## config.mk

```make
export PLATFORM = sky130hd
export DESIGN_NAME = v_operand_fetch
export DESIGN_NICKNAME = d
export VERILOG_FILES = /design/src/rtl/v_operand_fetch.sv
export SDC_FILE = /design/constraint.sdc
export NUM_CORES = 1
export LEC_CHECK = 0
export BUFFER_PORTS_ARGS = -buffer_cell sky130_fd_sc_hd__buf_2
export CORE_MARGIN = 2
export CORE_UTILIZATION = 56
export CTS_BUF_LIST = sky130_fd_sc_hd__clkbuf_8
export CTS_CLUSTER_DIAMETER = 150
export DETAILED_ROUTE_END_ITERATION = 10
export PLACE_DENSITY = 0.82
export SETUP_SLACK_MARGIN = 0.1
export SYNTH_ARGS = -nofsm -noshare
export SYNTH_HDL_FRONTEND = slang
export SYNTH_SLANG_ARGS = --single-unit
```

## constraint.sdc

```tcl
create_clock -name clk_i -period 3.6 [get_ports clk_i]
set_input_delay 0.72 -clock clk_i [delete_from_list [all_inputs] [get_ports clk_i]]
set_output_delay 0.72 -clock clk_i [all_outputs]
set_load 0.005 [all_outputs]
```

## src/rtl/v_operand_fetch.sv

```systemverilog
// Per-lane operand sequencer: walks RF rows, absorbs read latency, streams tuples.
// Optional third source port enabled by defining V_OPFETCH_VS3_EN.
module v_operand_fetch #(
   parameter int DATA_WIDTH = 32,
   parameter int RF_DEPTH   = 32,
   parameter int LEN_WIDTH  = 8,
   localparam int ADDR_W    = $clog2(RF_DEPTH),
`ifdef V_OPFETCH_VS3_EN
   localparam int NPORTS    = 3
`else
   localparam int NPORTS    = 2
`endif
) (
   input  logic                         clk_i,
   input  logic                         rst_i,
   input  logic                         req_valid_i,
   output logic                         req_ready_o,
   input  logic [ADDR_W-1:0]            req_vs1_i,
   input  logic [ADDR_W-1:0]            req_vs2_i,
`ifdef V_OPFETCH_VS3_EN
   input  logic [ADDR_W-1:0]            req_vs3_i,
`endif
   input  logic [LEN_WIDTH-1:0]         req_len_i,
   output logic [NPORTS*ADDR_W-1:0]     rf_read_addr_o,
   input  logic [NPORTS*DATA_WIDTH-1:0] rf_read_data_i,
   output logic                         op_valid_o,
   input  logic                         op_ready_i,
   output logic [NPORTS*DATA_WIDTH-1:0] op_data_o,
   output logic                         op_last_o,
   output logic                         busy_o
);

   typedef enum logic [1:0] {
      S_IDLE,
      S_RUN,
      S_DRAIN
   } state_e;

   state_e                         state_q, state_d;
   logic [ADDR_W-1:0]              base_q [NPORTS];
   logic [ADDR_W-1:0]              req_base [NPORTS];
   logic [LEN_WIDTH-1:0]           len_q;
   logic [LEN_WIDTH-1:0]           idx_q;
   logic                           pend_q;
   logic                           pend_last_q;
   logic [NPORTS*DATA_WIDTH-1:0]   mem_q [2];
   logic                           last_q [2];
   logic                           wptr_q;
   logic                           rptr_q;
   logic [1:0]                     cnt_q, cnt_d;
   logic                           accept;
   logic                           issue;
   logic                           pop;
   logic                           push;
   logic                           last_row;
   logic [2:0]                     outstanding;

   always_comb begin
      req_base[0] = req_vs1_i;
      req_base[1] = req_vs2_i;
`ifdef V_OPFETCH_VS3_EN
      req_base[2] = req_vs3_i;
`endif
   end

   assign op_valid_o = (cnt_q != 2'd0);
   assign op_data_o  = mem_q[rptr_q];
   assign op_last_o  = op_valid_o & last_q[rptr_q];
   assign pop        = op_valid_o & op_ready_i;
   assign push       = pend_q;
   assign cnt_d      = cnt_q + {1'b0, push} - {1'b0, pop};
   assign last_row   = (idx_q == len_q - LEN_WIDTH'(1));
   assign outstanding = {1'b0, cnt_q} + {2'b0, pend_q} - {2'b0, pop};

   always_ff @(posedge clk_i or negedge rst_i) begin
      if (!rst_i) begin
         state_q <= S_IDLE;
      end else begin
         state_q <= state_d;
      end
   end

   // DRAIN exits as soon as the last tuple leaves this cycle
   always_comb begin
      state_d = state_q;
      unique case (state_q)
         S_IDLE: begin
            if (accept) begin
               state_d = (req_len_i == '0) ? S_DRAIN : S_RUN;
            end
         end
         S_RUN: begin
            if (issue && last_row) begin
               state_d = S_DRAIN;
            end
         end
         S_DRAIN: begin
            if (!pend_q && cnt_d == 2'd0) begin
               state_d = S_IDLE;
            end
         end
         default: state_d = S_IDLE;
      endcase
   end

   always_comb begin
      req_ready_o    = (state_q == S_IDLE);
      busy_o         = (state_q != S_IDLE);
      accept         = req_valid_i & (state_q == S_IDLE);
      issue          = (state_q == S_RUN) && (outstanding < 3'd2);
      rf_read_addr_o = '0;
      if (state_q == S_RUN) begin
         for (int k = 0; k < NPORTS; k++) begin
            rf_read_addr_o[k*ADDR_W +: ADDR_W] = base_q[k] + ADDR_W'(idx_q);
         end
      end
   end

   always_ff @(posedge clk_i or negedge rst_i) begin
      if (!rst_i) begin
         for (int k = 0; k < NPORTS; k++) begin
            base_q[k] <= '0;
         end
         len_q       <= '0;
         idx_q       <= '0;
         pend_q      <= 1'b0;
         pend_last_q <= 1'b0;
      end else begin
         if (accept) begin
            for (int k = 0; k < NPORTS; k++) begin
               base_q[k] <= req_base[k];
            end
            len_q <= req_len_i;
            idx_q <= '0;
         end else if (issue) begin
            idx_q <= idx_q + LEN_WIDTH'(1);
         end
         pend_q      <= issue;
         pend_last_q <= issue & last_row;
      end
   end

   // Two-entry skid FIFO; entries hold the registered RF read data
   always_ff @(posedge clk_i or negedge rst_i) begin
      if (!rst_i) begin
         for (int e = 0; e < 2; e++) begin
            mem_q[e]  <= '0;
            last_q[e] <= 1'b0;
         end
         wptr_q <= 1'b0;
         rptr_q <= 1'b0;
         cnt_q  <= 2'd0;
      end else begin
         if (push) begin
            mem_q[wptr_q]  <= rf_read_data_i;
            last_q[wptr_q] <= pend_last_q;
            wptr_q         <= ~wptr_q;
         end
         if (pop) begin
            rptr_q <= ~rptr_q;
         end
         cnt_q <= cnt_d;
      end
   end

endmodule

```

### After elaboration in Yosys (flattened, before gate mapping)

Index checks and enable logic that the tools add are counted.

| word-level totals | value |
|---|---|
| output and inout bits | 78 |
| bits of input ports | 86 |
| flip-flop bits (word level) | 164 |

| operators by class | value |
|---|---|
| magnitude comparators | 4 |
| equality and inequality tests | 6 |
| reduce and logical (&&, ||, !) cells | 12 |
| bitwise logic cells | 8 |
| add/subtract/negate cells | 8 |
| multiplexer cells | 20 |

Operator list:

| operator | count |
|---|---|
| 2-to-1 mux 64 bit | 4 |
| bitwise mux 128 bit | 1 |
| demux 64 bit (select 1 bit) | 1 |
| 2-to-1 mux 8 bit | 2 |
| adder 5 bit | 2 |
| 2-to-1 mux 10 bit | 1 |
| adder 8 x 1 -> 8 bit (second input constant) | 1 |
| == test 8 bit | 1 |
| zero test 8 bit | 1 |
| 2-to-1 mux 2 bit | 4 |
| subtractor 8 x 1 -> 8 bit (second input constant) | 1 |
| one-hot mux 2 bit (3 select lines) | 1 |
| nonzero test 2 bit | 3 |
| AND 1 bit | 4 |
| greater-or-equal comparator 2 bit (second input constant) | 2 |
| logical AND 1 bit | 4 |
| zero test 2 bit | 2 |
| 2-to-1 mux 1 bit | 4 |
| != test 2 bit (second input constant) | 2 |
| inverter 1 -> 2 bit | 2 |
| adder 2 x 1 -> 3 bit | 1 |
| less-than comparator 3 x 2 -> 1 bit (second input constant) | 1 |
| AND reduction 3 bit | 1 |
| subtractor 3 x 1 -> 3 bit | 1 |
| 10 further kinds | 11 |

### Depth between registers and ports, before layout

| logic depth | value |
|---|---|
| word-level depth | 8 |
| mapped depth | 12 |

### Worst setup path after synthesis

OpenSTA, ideal clock, no wires.

| timing | value |
|---|---|
| kind | input port to flip-flop |
| start | in op_ready_i |
| end | reg state_q[1] |
| buffers on the path | 0 |
| library setup time | 0.067 ns |
| data required time | 3.533 ns |
| arrival | 2.897 ns |
| stages | 9 |
| setup slack | 0.636 ns |
| cells stage by stage | and2_1 ha_1 inv_1 ha_1 fa_1 nor3_4 nand4_1 a2111oi_4 a311o_1 |

RTL lines:

| what | RTL line | RTL |
|---|---|---|
| start, declared | 27 | `input logic op_ready_i,` |
| AND 1 bit | 69 | `assign pop = op_valid_o & op_ready_i;` |
| subtractor 2 x 1 -> 2 bit | 71 | `assign cnt_d = cnt_q + {1'b0, push} - {1'b0, pop};` |
| via cnt_d[1] | 50 | `logic [1:0] cnt_q, cnt_d;` |
| zero test 2 bit | 98 | `if (!pend_q && cnt_d == 2'd0) begin` |
| logical AND 1 bit | 98 |  |
| != test 2 bit (no line) | -- |  |
| AND reduction 3 bit (no line) | -- |  |
| end signal, assigned | 79 | `state_q <= state_d;` |
| end, declared | 39 | `state_e state_q, state_d;` |

The timed path passes the listed nets, and every way through them passes these cells.
A chain may end at the register's enable or synchronous reset.

### Final worst setup path

| timing | value |
|---|---|
| start | reg idx_q[0] |
| end | out rf_read_addr_o[4] |

| between the ends | value |
|---|---|
| cells in the longest elaborated chain, start to end | 2 |

RTL lines:

| what | RTL line | RTL |
|---|---|---|
| start, declared | 43 | `logic [LEN_WIDTH-1:0] idx_q;` |
| start signal, assigned | 136 | `idx_q <= idx_q + LEN_WIDTH'(1);` |
| adder 5 bit | 114 | `rf_read_addr_o[k*ADDR_W +: ADDR_W] = base_q[k] + ADDR_W'(idx_q);` |
| 2-to-1 mux 10 bit | 112 | `if (state_q == S_RUN) begin` |
| end, declared | 24 | `output logic [NPORTS*ADDR_W-1:0] rf_read_addr_o,` |

No other way between the ends.

==> flow_summary.yaml <==
die:
  ioPinCount: 164
  floorplan_die_area_um2: 14430
  floorplan.core_area_um2: 13190
  floorplan.die.width_um: 120.1
  rows: 42
  initial_utilization: 0.5724
  die_height_um: 120.1
final_layout:
  syn_to_final_growth_pct: 18.93
  final_design_area_no_fill_um2: 8979
  final_util: 0.6807
  drive_gt1_frac: 0.5957
  number_of_antenna_cells_inserted: 0
  layout.cells.most_common_list: "210 x mux2_2, 163 x dfrtp_1, 162 x buf_2"
  most_common_cell_after_layout_fill_and_taps_aside: "mux2_2"
  design.final.nets: 793
  final-instance-count-excl-fill: 881
power_and_ir_drop:
  sequential_power_share: 0.387
  power_frac_comb: 0.460
  power_leakage_nw: 4.130
  total_switching_power_mw: 2.891
  design_internal_power_mw: 5.610
  p_per_area_nw_per_um2: 946.8
  p_sw_frac: 0.3401
  report.power.total_mw: 8.501
  power_frac_clock: 0.153
  vdd.ir_drop.worst_mv: 0.4489
detailed_routing:
  vias_per_cell: 5.471
  routedWlPerCell_um: 17.44
  drt_pre_antenna_iters: 4
  ant_nets: 0
  drtIter0Drc: 202
  routed_wl_um: 15360
  detail_route.drc_violations: 0
  detailroute.via_count: 4820
clocking:
  tritoncts: "built"
  cts.sinks: 164
  cts_post_setup_buffers_inserted: 0
  htreeDepth: 4
  post_cts_hold_buffer_count: 0
  cts.clk_slew.worst_paths_ps: 80
  post_cts_resize_count: 0
  max-clock-path-buffers: 2
  cts_inserted_buffers: 17
  cts-root-buf: "clkbuf_8"
  insertion_delay_ps: 460
synthesis:
  synthesis.nets: 631
  yosysWarningCount: 0
  netlist-cell-type-count: 39
  synth_enable_flop_cells: 0
  netlist_instances: 530
  post_synth_arst_share: 1.000
  netlist_area_um2: 7550
  yosysSeqAreaShare: 0.5436
  postSynth.topFlopCell: "dfrtp_1"
  synth.avg_cell_area_um2: 14.24
  synth.top_cells.by_area: "dfrtp_1 54%, mux2_2 31%, ha_1 2.0%"
  netlist.area_leader.share: 0.5436
  synth_seq_cells: 164
  synthDominantAreaCellType: "dfrtp_1"
timing:
  fin_crit_sh: 0.8385
  slew_violations: 0
  slew_headroom: 0.2776
  slew_at_the_pin_with_the_worst_max_slew_slack_ps: 1084
  timing.final.ws_setup_ps: 581.3
  hold_violations: 0
  fin_setup_tns_ps: 0
  rsz0062_at_grt: "false"
  final-setup-viol-count: 0
  post_route_hold_slack_ps: 270.5
  finClkSkew_ps: 12.42
  achievable-frequency_mhz: 331.3
  fin_crit_ps: 3019
critical_path:
  critPathLaunchType: "register"
  timing.reg2reg.worst_path_depth: 11
  path_max_fanout: 6
  arrival_ps: 2300
  path_class: "register to output pin"
  critPathRequiredTime_ps: 2880
  crit_path_end_kind: "output pin"
min_path:
  worst_hold_path_type: "primary input to async pin"
place:
  buffer_ports.inserted: 163
  gp_congestion: 0.8363
  placed_cell_area_um2: 8591
  dpl.hpwl_um: 10640
  numPlacedInstances: 849
  pre_cts_slack_ps: 539.2
grt:
  grt_pass1_vias: 5044
  grt.total_usage: 0.2232
  grt_overflow: 0
  number_of_antenna_violations_at_the_first_check_in_global_routing: 0
  grt_max_degree: 74
  grt_first_pass_wirelength_um: 24850
status:
  run_status: "finished, final reports clean"
run:
  max_cap_viol_count: 0
## kinds of logic after synthesis
family                   count (synthesis)  share of synthesized area
AND/OR/NAND/NOR                         56                    0.04143
buffers and inverters                   35                    0.01757
flip-flops                             164                     0.5436
adder cells (fa/ha/maj)                 15                    0.02784
AO/OA/AOI/OAI                           22                    0.02353
XOR/XNOR                                26                    0.03016
multiplexers                           212                     0.3159
## state kept, by name (all words and copies together), names as in the netlist
name	count
pend_last_q	1
len_q	8
last_q	2
idx_q	8
wptr_q	1
base_q	10
mem_q	128
rptr_q	1
pend_q	1
cnt_q	2
state_q	2
## worst paths after layout
check,startpoint,endpoint,slack (ps)
min in group clk_i,req_len_i[1],len_q[1]$_DFFE_PN0P_,490
max,idx_q[0]$_DFFE_PN0P_,rf_read_addr_o[4],580
min,rst_i,mem_q[12]$_DFFE_PN0P_,270
min reg2reg,mem_q[35]$_DFFE_PN0P_,mem_q[35]$_DFFE_PN0P_,510
max in group asynchronous,rst_i,last_q[0]$_DFFE_PN0P_,2410
max reg2reg,cnt_q[1]$_DFF_PN0_,state_q[1]$_DFFE_PN0P_,750
## routing by layer
layer  vias up  track usage  routed length [um]
li1       2207            -                   -
met1      2467       0.2734                6450
met2       122       0.3796                7929
met3        24      0.05086                 677
met4         0      0.09559                 305
met5         -            0                   0
## critical path: stages (launching register included)
cell	delay [ps]
dfrtp_1	480
ha_1	260
fa_1	410
a21o_1	200
a21oi_1	180
xnor2_1	130
nor2_1	50
buf_2	140
## area by class of cell
type / instances / area [um2]
Sequential cell: 164 / 4105
Clock inverter: 14 / 140.1
Fill cell: 976 / 4212
Clock buffer: 18 / 247.7
Tap cell: 176 / 220.2
Multi-Input combinational cell: 331 / 3323
Timing Repair Buffer: 170 / 912.1
Inverter: 8 / 30.03
## power groups by stage
stage / Clock [mW] / Combinational (mW) / Sequential (mW)
4_1_cts: 1.35 / 3.96 / 3.30
2_1_floorplan: 0 / 2.70 / 3.12
5_1_grt: 1.42 / 4.24 / 3.42
3_3_place_gp: 0 / 3.78 / 3.23
3_5_place_dp: 0 / 3.93 / 3.33
6_report: 1.30 / 3.91 / 3.29
## cells in the mapped netlist, types with 3 or more instances
| cell | count |
|---|---|
| nor2_1 | 18 |
| and2_1 | 6 |
| nor3_1 | 3 |
| fa_1 | 3 |
| xnor2_1 | 13 |
| inv_1 | 8 |
| o21ai_0 | 3 |
| nand2b_1 | 3 |
| clkbuf_1 | 23 |
| a21o_1 | 5 |
| xor2_1 | 13 |
| nor2b_1 | 3 |
| nand2_1 | 8 |
| ha_1 | 12 |
| a21oi_1 | 5 |
| dfrtp_1 | 164 |
| mux2_2 | 210 |
| nand4_1 | 3 |
| buf_1 | 3 |
No activity file was read; power rests on OpenSTA's default activity.
